<file path="src/rtl/mask_sched_pkg.sv">
// Shared widths and FSM state encoding for the mask range scheduler.
// Optional checksum feature: MASK_SCHED_SUM_EN.
package mask_sched_pkg;

   localparam int MASK_W = 64;
   localparam int SEL_W  = 6;

   typedef enum logic {
      ST_IDLE = 1'b0,
      ST_RUN  = 1'b1
   } state_e;

endpackage

</file>
<file path="src/rtl/mask_range_gen.sv">
// Combinational inclusive bit-range mask: bit i set iff lo <= i <= hi.
// An inverted range (lo > hi) naturally yields an all-zero mask.
module mask_range_gen
   import mask_sched_pkg::*;
(
   input  logic [SEL_W-1:0]  lo_i,
   input  logic [SEL_W-1:0]  hi_i,
   output logic [MASK_W-1:0] mask_o
);

   for (genvar i = 0; i < MASK_W; i++) begin : g_bit
      localparam logic [SEL_W-1:0] IDX = SEL_W'(i);
      assign mask_o[i] = (lo_i <= IDX) && (IDX <= hi_i);
   end

endmodule

</file>
<file path="src/rtl/mask_range_sched.sv">
// Two-requester round-robin scheduler emitting sliding range-mask bursts.
// Checksum output enabled by defining MASK_SCHED_SUM_EN.
module mask_range_sched
   import mask_sched_pkg::*;
#(
   parameter int BEAT_W = 4
) (
   input  logic              clk,
   input  logic              reset_l,
   input  logic              a_valid,
   output logic              a_ready,
   input  logic [SEL_W-1:0]  a_lo,
   input  logic [SEL_W-1:0]  a_hi,
   input  logic [BEAT_W-1:0] a_count,
   input  logic              b_valid,
   output logic              b_ready,
   input  logic [SEL_W-1:0]  b_lo,
   input  logic [SEL_W-1:0]  b_hi,
   input  logic [BEAT_W-1:0] b_count,
   output logic              out_valid,
   input  logic              out_ready,
   output logic [MASK_W-1:0] out_mask,
   output logic              out_last,
   output logic              out_src
`ifdef MASK_SCHED_SUM_EN
   ,
   output logic [MASK_W-1:0] sum
`endif
);

   state_e            state_q, state_d;
   logic [SEL_W-1:0]  lo_q, lo_d, hi_q, hi_d;
   logic [BEAT_W-1:0] cnt_q, cnt_d;
   logic              src_q, src_d;
   logic              lastb_q, lastb_d;
   logic [MASK_W-1:0] mask;
   logic              gnt_a, gnt_b, hs, acc, fin;

   mask_range_gen u_gen (
      .lo_i   (lo_q),
      .hi_i   (hi_q),
      .mask_o (mask)
   );

   // lastb_q=1 means B was granted last, so contention goes to A
   assign gnt_b = b_valid && (!a_valid || !lastb_q);
   assign gnt_a = a_valid && !gnt_b;
   assign hs    = (a_valid && a_ready) || (b_valid && b_ready);
   assign acc   = out_valid && out_ready;
   assign fin   = (cnt_q == '0);

   always_ff @(posedge clk) begin
      if (!reset_l) state_q <= ST_IDLE;
      else          state_q <= state_d;
   end

   always_comb begin
      state_d = state_q;
      unique case (state_q)
         ST_IDLE: if (hs)         state_d = ST_RUN;
         ST_RUN:  if (acc && fin) state_d = ST_IDLE;
         default:                 state_d = ST_IDLE;
      endcase
   end

   always_comb begin
      a_ready   = 1'b0;
      b_ready   = 1'b0;
      out_valid = 1'b0;
      out_mask  = '0;
      out_last  = 1'b0;
      unique case (state_q)
         ST_IDLE: begin
            a_ready = reset_l && gnt_a;
            b_ready = reset_l && gnt_b;
         end
         ST_RUN: begin
            out_valid = 1'b1;
            out_mask  = mask;
            out_last  = fin;
         end
         default: ;
      endcase
   end

   assign out_src = src_q;

   always_comb begin
      lo_d    = lo_q;
      hi_d    = hi_q;
      cnt_d   = cnt_q;
      src_d   = src_q;
      lastb_d = lastb_q;
      if (hs) begin
         lo_d    = gnt_b ? b_lo : a_lo;
         hi_d    = gnt_b ? b_hi : a_hi;
         cnt_d   = gnt_b ? b_count : a_count;
         src_d   = gnt_b;
         lastb_d = gnt_b;
      end else if (acc && !fin) begin
         lo_d  = lo_q + SEL_W'(1);
         hi_d  = hi_q + SEL_W'(1);
         cnt_d = cnt_q - BEAT_W'(1);
      end
   end

   always_ff @(posedge clk) begin
      if (!reset_l) begin
         lo_q    <= '0;
         hi_q    <= '0;
         cnt_q   <= '0;
         src_q   <= 1'b0;
         lastb_q <= 1'b1;
      end else begin
         lo_q    <= lo_d;
         hi_q    <= hi_d;
         cnt_q   <= cnt_d;
         src_q   <= src_d;
         lastb_q <= lastb_d;
      end
   end

`ifdef MASK_SCHED_SUM_EN
   logic [MASK_W-1:0] sum_q;

   always_ff @(posedge clk) begin
      if (!reset_l)  sum_q <= '0;
      else if (acc)  sum_q <= {sum_q[MASK_W-2:0], sum_q[MASK_W-1]} ^ out_mask;
   end

   assign sum = sum_q;
`endif

endmodule

</file>
<file path="config.mk">
export PLATFORM = sky130hd
export DESIGN_NAME = mask_range_sched
export DESIGN_NICKNAME = d
export VERILOG_FILES = /design/src/rtl/mask_sched_pkg.sv /design/src/rtl/mask_range_gen.sv /design/src/rtl/mask_range_sched.sv
export SDC_FILE = /design/constraint.sdc
export NUM_CORES = 1
export LEC_CHECK = 0
export ABC_AREA = 1
export ABC_CLOCK_PERIOD_IN_PS = 1600
export BUFFER_PORTS_ARGS = -buffer_cell sky130_fd_sc_hd__buf_2
export CAP_MARGIN = 30
export CORE_AREA = 2 2 84 86
export CTS_BUF_LIST = sky130_fd_sc_hd__clkbuf_4
export DETAILED_ROUTE_END_ITERATION = 12
export DIE_AREA = 0 0 86 88
export GPL_TIMING_DRIVEN = 0
export MAX_ROUTING_LAYER = met4
export PLACE_DENSITY = 0.73
export SLEW_MARGIN = 20
export SYNTH_ARGS = -nofsm -noshare
export SYNTH_HDL_FRONTEND = slang
export SYNTH_SLANG_ARGS = --single-unit
</file>
<file path="constraint.sdc">
create_clock -name clk -period 1.6 [get_ports clk]
set_input_delay 0.32 -clock clk [delete_from_list [all_inputs] [get_ports clk]]
set_output_delay 0.32 -clock clk [all_outputs]
set_load 0.05 [all_outputs]
</file>
==> results.md, run 1 <==
* Avg Inst Size Synth at 5.029 um2
* Adder-Cell Fraction of Synth Area at 3.474%
* First error: [ERROR DPL-0038] Utilization greater than 100%, impossible to legalize
* FP Rows at 30
* Ys flop type: dfxtp_1
* Synthesized cell area at 2882 um2
* Syn nets at 618
* Post_cts resized at 391
* DPL Wire Length at 11,390 um
* Synth Area in Compound Gates at 19.93%
* Post-synthesis register bit count at 19
* Synth area leader: nand2_1
* Setup bufs post-CTS at 88
* Leading post-synthesis cells by cell area: nand2_1 21%, nor2_1 15%, dfxtp_1 13%
* Post-DP Area at 4449 um2
* Yosys top cell area share at 21.23%
* Ys Warns at 0
* Async set-reset flop share out of synthesis at 0%
* Count of different cell masters after synthesis at 34
* Die Ht at 88 um
* CTS sink count at 19
* Fail Step: 4_1_cts
* Hold buffers post-CTS at 0
* Post-Synthesis Cells at 573
* Fraction of the mapped netlist area in simple logic gates at 50.67%
* IO Port Bufs at 104
* Largest family of logic cells by synthesized area: simple AND/OR/NAND/NOR gates
* Post-synthesis mux area share at 0%
* GPL Wtd Cong at 1.026
* CTS Buf Count at 3
* Seq/Total Area, Yosys at 13.20%
* Post-synth EDFFs at 0
* Status: stopped before the end
* Clock buffer depth at 2
* Post-Synth XOR/XNOR Area at 0.3040%
* Htree depth at 1
* Die width at 86 um
* IO Count at 106
* Initial core utilization at 43.37%
* Clock root cell: clkbuf_4
-- cells in the mapped netlist, types with 2 or more instances --
cell      count
a31oi_1       3
o22ai_1       5
nand3_1      38
nor2_1      113
nor3b_1       3
o211ai_1      7
inv_1        63
clkbuf_1      4
a21oi_1      32
dfxtp_1      19
inv_2         3
nand2_2       2
nand4_1       5
o221ai_1      2
nor3_1       17
and2_1        2
ha_1          8
buf_4         2
a211oi_1      3
o21ai_0      50
buf_2        15
nand2_1     163
nor4_1        2
nor2_2        2
-- stage by stage --
| stage | instances | util, % | hold WS [ps] | worst slack (ps) |
|---|---|---|---|---|
| after floorplan | 573 | - | 448.6 | -197.0 |
| after global placement | 757 | 66.97 | 457.1 | -780.2 |
| after detailed placement | 757 | 66.97 | 469.4 | -763.2 |
-- cells by family after synthesis --
family,Yosys count
and+or+nand+nor,352
AOI/OAI and AO/OA,105
buffers and inverters,88
DFF,19
adders and majority gates,8
xor gates and xnor gates,1
==> run 2: changes to the inputs <==
ABC_CLOCK_PERIOD_IN_PS = 2100   (was 1600)
CORE_AREA = 2 2 102 104   (was 2 2 84 86)
CTS_BUF_LIST = default   (was sky130_fd_sc_hd__clkbuf_4)
DIE_AREA = 0 0 104 106   (was 0 0 86 88)
MAX_ROUTING_LAYER = default   (was met4)
PLACE_DENSITY = default   (was 0.73)
PLACE_DENSITY_LB_ADDON = 0.15   (was default)
clock period = 2.1 ns   (was 1.6 ns; I/O delays follow)
==> results.md, run 2 <==
* Largest regs: hi_q x6, lo_q x6, cnt_q x4
* Critical Path Sink Type: output port
* Fmax at 446.8 MHz
* Max IR drop VDD at 0.3554 mV
* CP required at 1680 ps
* Tightest Hold Check Type: register to register
* 1st-iter DRT viols at 257
* Placed Instances at 813 (was 757)
* Worst-Skew Late Latency at 260 ps
* Reg2reg start: cnt_q[0]
* Max Clock Skew at 8.991 ps
* IO Port Bufs at 104 (unchanged)
* Area Overhead vs Synth at 108.8%
* Clock buffer depth at 2 (unchanged)
* Global route overflow at 0
* Pin count of the biggest net entering global routing at 11
* Worst Tran Pin Value at 537.9 ps
* Grt peak-use layer: met2
* Async set-reset flop share out of synthesis at 0% (unchanged)
* CTS tree: built
* Pwr Density at 485.8 nW/um2
* Post-DP Area at 3840 um2 (was 4449 um2)
* Post-synth EDFFs at 0 (unchanged)
* Setup CP Type: register to output port
* Vias per cell at 5.241
* Clock root cell: clkbuf_8 (was clkbuf_4)
* Most frequent cells in the layout: 129 x nand2_1, 79 x buf_4, 69 x buf_6
* Post-synthesis register bit count at 19 (unchanged)
* CTS Buf Count at 3 (unchanged)
* Met3 Usage GRT at 2.575%
* Setup crit start kind: register
* Htree depth at 1 (unchanged)
* Initial core utilization at 28.82% (was 43.37%)
* Vias in the first global route at 4,428
* Ys Warns at 0 (unchanged)
* Fin nets at 813
* CTS sink count at 19 (unchanged)
* Seq/Total Area, Yosys at 13.20% (unchanged)
* Slew HR at 63.76%
* GRT Total Usage at 28.37%
* Antenna diodes at 0
* Final WS setup at -137.9 ps
* IO Count at 106 (unchanged)
* GPL Wtd Cong at 0.9836 (was 1.026)
* Vias at 4,733
* Die Ht at 106 um (was 88 um)
* GR met1 Demand/Resource at 33.58%
* Clock transition at path regs at 80 ps
* Ys flop type: dfxtp_1 (unchanged)
* Post-Synthesis Cells at 573 (unchanged)
* Final hold violation count at 0
* Minimum clock period at 2238 ps
* Routed len/inst at 18.47 um
* Crit path DAT at 1820 ps
* Detail Route Antenna Nets at 0
* GR Util met2 at 51.88%
* Setup crit end: out_mask[41]
* Maxcap violations at 0
* FP Rows at 37 (was 30)
* Critical path origin: hi_q[2]
* Failing checks: setup timing
* First-pass GRT wire length at 24,430 um
* Total Routed Length at 16,680 um
* CORE AREA at 10000 um2
* R2R cell count at 7
* Fin util at 60.17%
* P_leak at 0.002742 uW
* Synth area leader: nand2_1 (unchanged)
* Syn nets at 618 (unchanged)
* DRT Pass-1 Iters at 5
* Post-route cell area at 6017 um2
* Leading post-synthesis cells by cell area: nand2_1 21%, nor2_1 15%, dfxtp_1 13% (unchanged)
* CP max FO at 6
* RSZ-0062 raised after global routing: true
* Post-synth top cells: 163 x nand2_1, 113 x nor2_1, 63 x inv_1, 50 x o21ai_0, 38 x nand3_1 (unchanged)
* Setup Viol. Count Final at 34
* Slew Viols, Final at 0
* DPL Wire Length at 12,580 um (was 11,390 um)
* Yosys top cell area share at 21.23% (unchanged)
* Avg Inst Size Synth at 5.029 um2 (unchanged)
* Initial antenna violation count at 0
* R2R Path End: lo_q[1]
* Final Cycle Share at 106.6%
* Synthesized cell area at 2882 um2 (unchanged)
* Reg2Reg Setup Slack at 390 ps
* Post-Layout Cell Count at 903
* Layout cell share with drive strength beyond 1 at 57.76%
* Die width at 104 um (was 86 um)
* Status: finished, violations left (was stopped before the end)
* Most common cell after layout, fill and taps aside: nand2_1
* Most common cell in the synthesized netlist: nand2_1 (unchanged)
* Count of different cell masters after synthesis at 34 (unchanged)
* Die area at 11,020 um2
* DRC at 0
## run 2: cell counts after synthesis
Identical to the previous run, type by type.
## run 2: routing by layer
layer  routed length [um]  part of all wire [%]
met1                 6449                    39
met4                  981                   5.9
met3                 1143                   6.9
met5                    0                     0
met2                 8105                    49
## run 2: kinds of logic (layout without fill, tap and decap cells)
group                      Yosys count  after routing  share of synthesized area [%]
and+or+nand+nor                    352            352                          50.67
AOI/OAI and AO/OA                  105            105                          19.93
buffers and inverters               88            282                          12.42
DFF                                 19             19                          13.20
adders and majority gates            8              8                          3.474
xor gates and xnor gates             1              1                         0.3040
## run 2: how the worst min path moves through the flow
stage	start	to	slack (ps)	cells past startpoint
2_1_floorplan	lastb_q	lastb_q	450	2
3_3_place_gp	out_src	out_src	470	2
3_5_place_dp	out_src	out_src	470	2
4_1_cts	reset_l	lo_q[5]	490	3
5_1_grt	reset_l	hi_q[3]	500	3
6_report	out_src	out_src	490	2
## run 2: final cells by class
class,count,area (um2)
plain buffers,21,221.5
repair buffers,191,1635
clock buffers,4,45.04
fillers,950,3983
well taps,136,170.2
flip-flops and latches,19,409.1
multi-input cells,466,3206
inverters,66,330.3
## run 2: timing repair
| action | 4_1_cts | 5_1_grt |
|---|---|---|
| hold endpoints to repair | 0 | 0 |
| gates cloned | 0 | 0 |
| hold buffers | 0 | 0 |
| endpoints found under the setup margin | 65 | 65 |
| setup buffers | 46 | 43 |
| gates resized for setup | 323 | 150 |
| pin swaps | 32 | 43 |
## run 2: worst max-delay path, stage by stage (launching register included)
cell and delay (ps):
dfxtp_1 310, buf_6 130, inv_2 120, nand2_1 110, inv_1 130, nand3_1 90, o21ai_0 230, nor2_1 70
and2_1 180, buf_4 190
## run 2: stage by stage
step | setup slack [ps] | power (uW) | hold slack (ps) | setup TNS [ps]
6_report | -137.9 | 2923 | 485.2 | -1937
5_1_grt | -195.1 | 3061 | 504.6 | -4755
4_1_cts | -151.7 | 2542 | 488.5 | -2739
3_5_place_dp | -585.9 | 1776 | 473.7 | -15190
3_3_place_gp | -675.2 | 1786 | 466.6 | -17360
2_1_floorplan | -63.24 | 1365 | 448.6 | -100.2
## run 2: where the power goes
| part | total [uW] | internal (uW) | switching [uW] |
|---|---|---|---|
| Sequential | 469 | 407 | 62.3 |
| Combinational | 2190 | 825 | 1370 |
| Clock | 259 | 135 | 125 |
(Power assumes the default switching activity.)
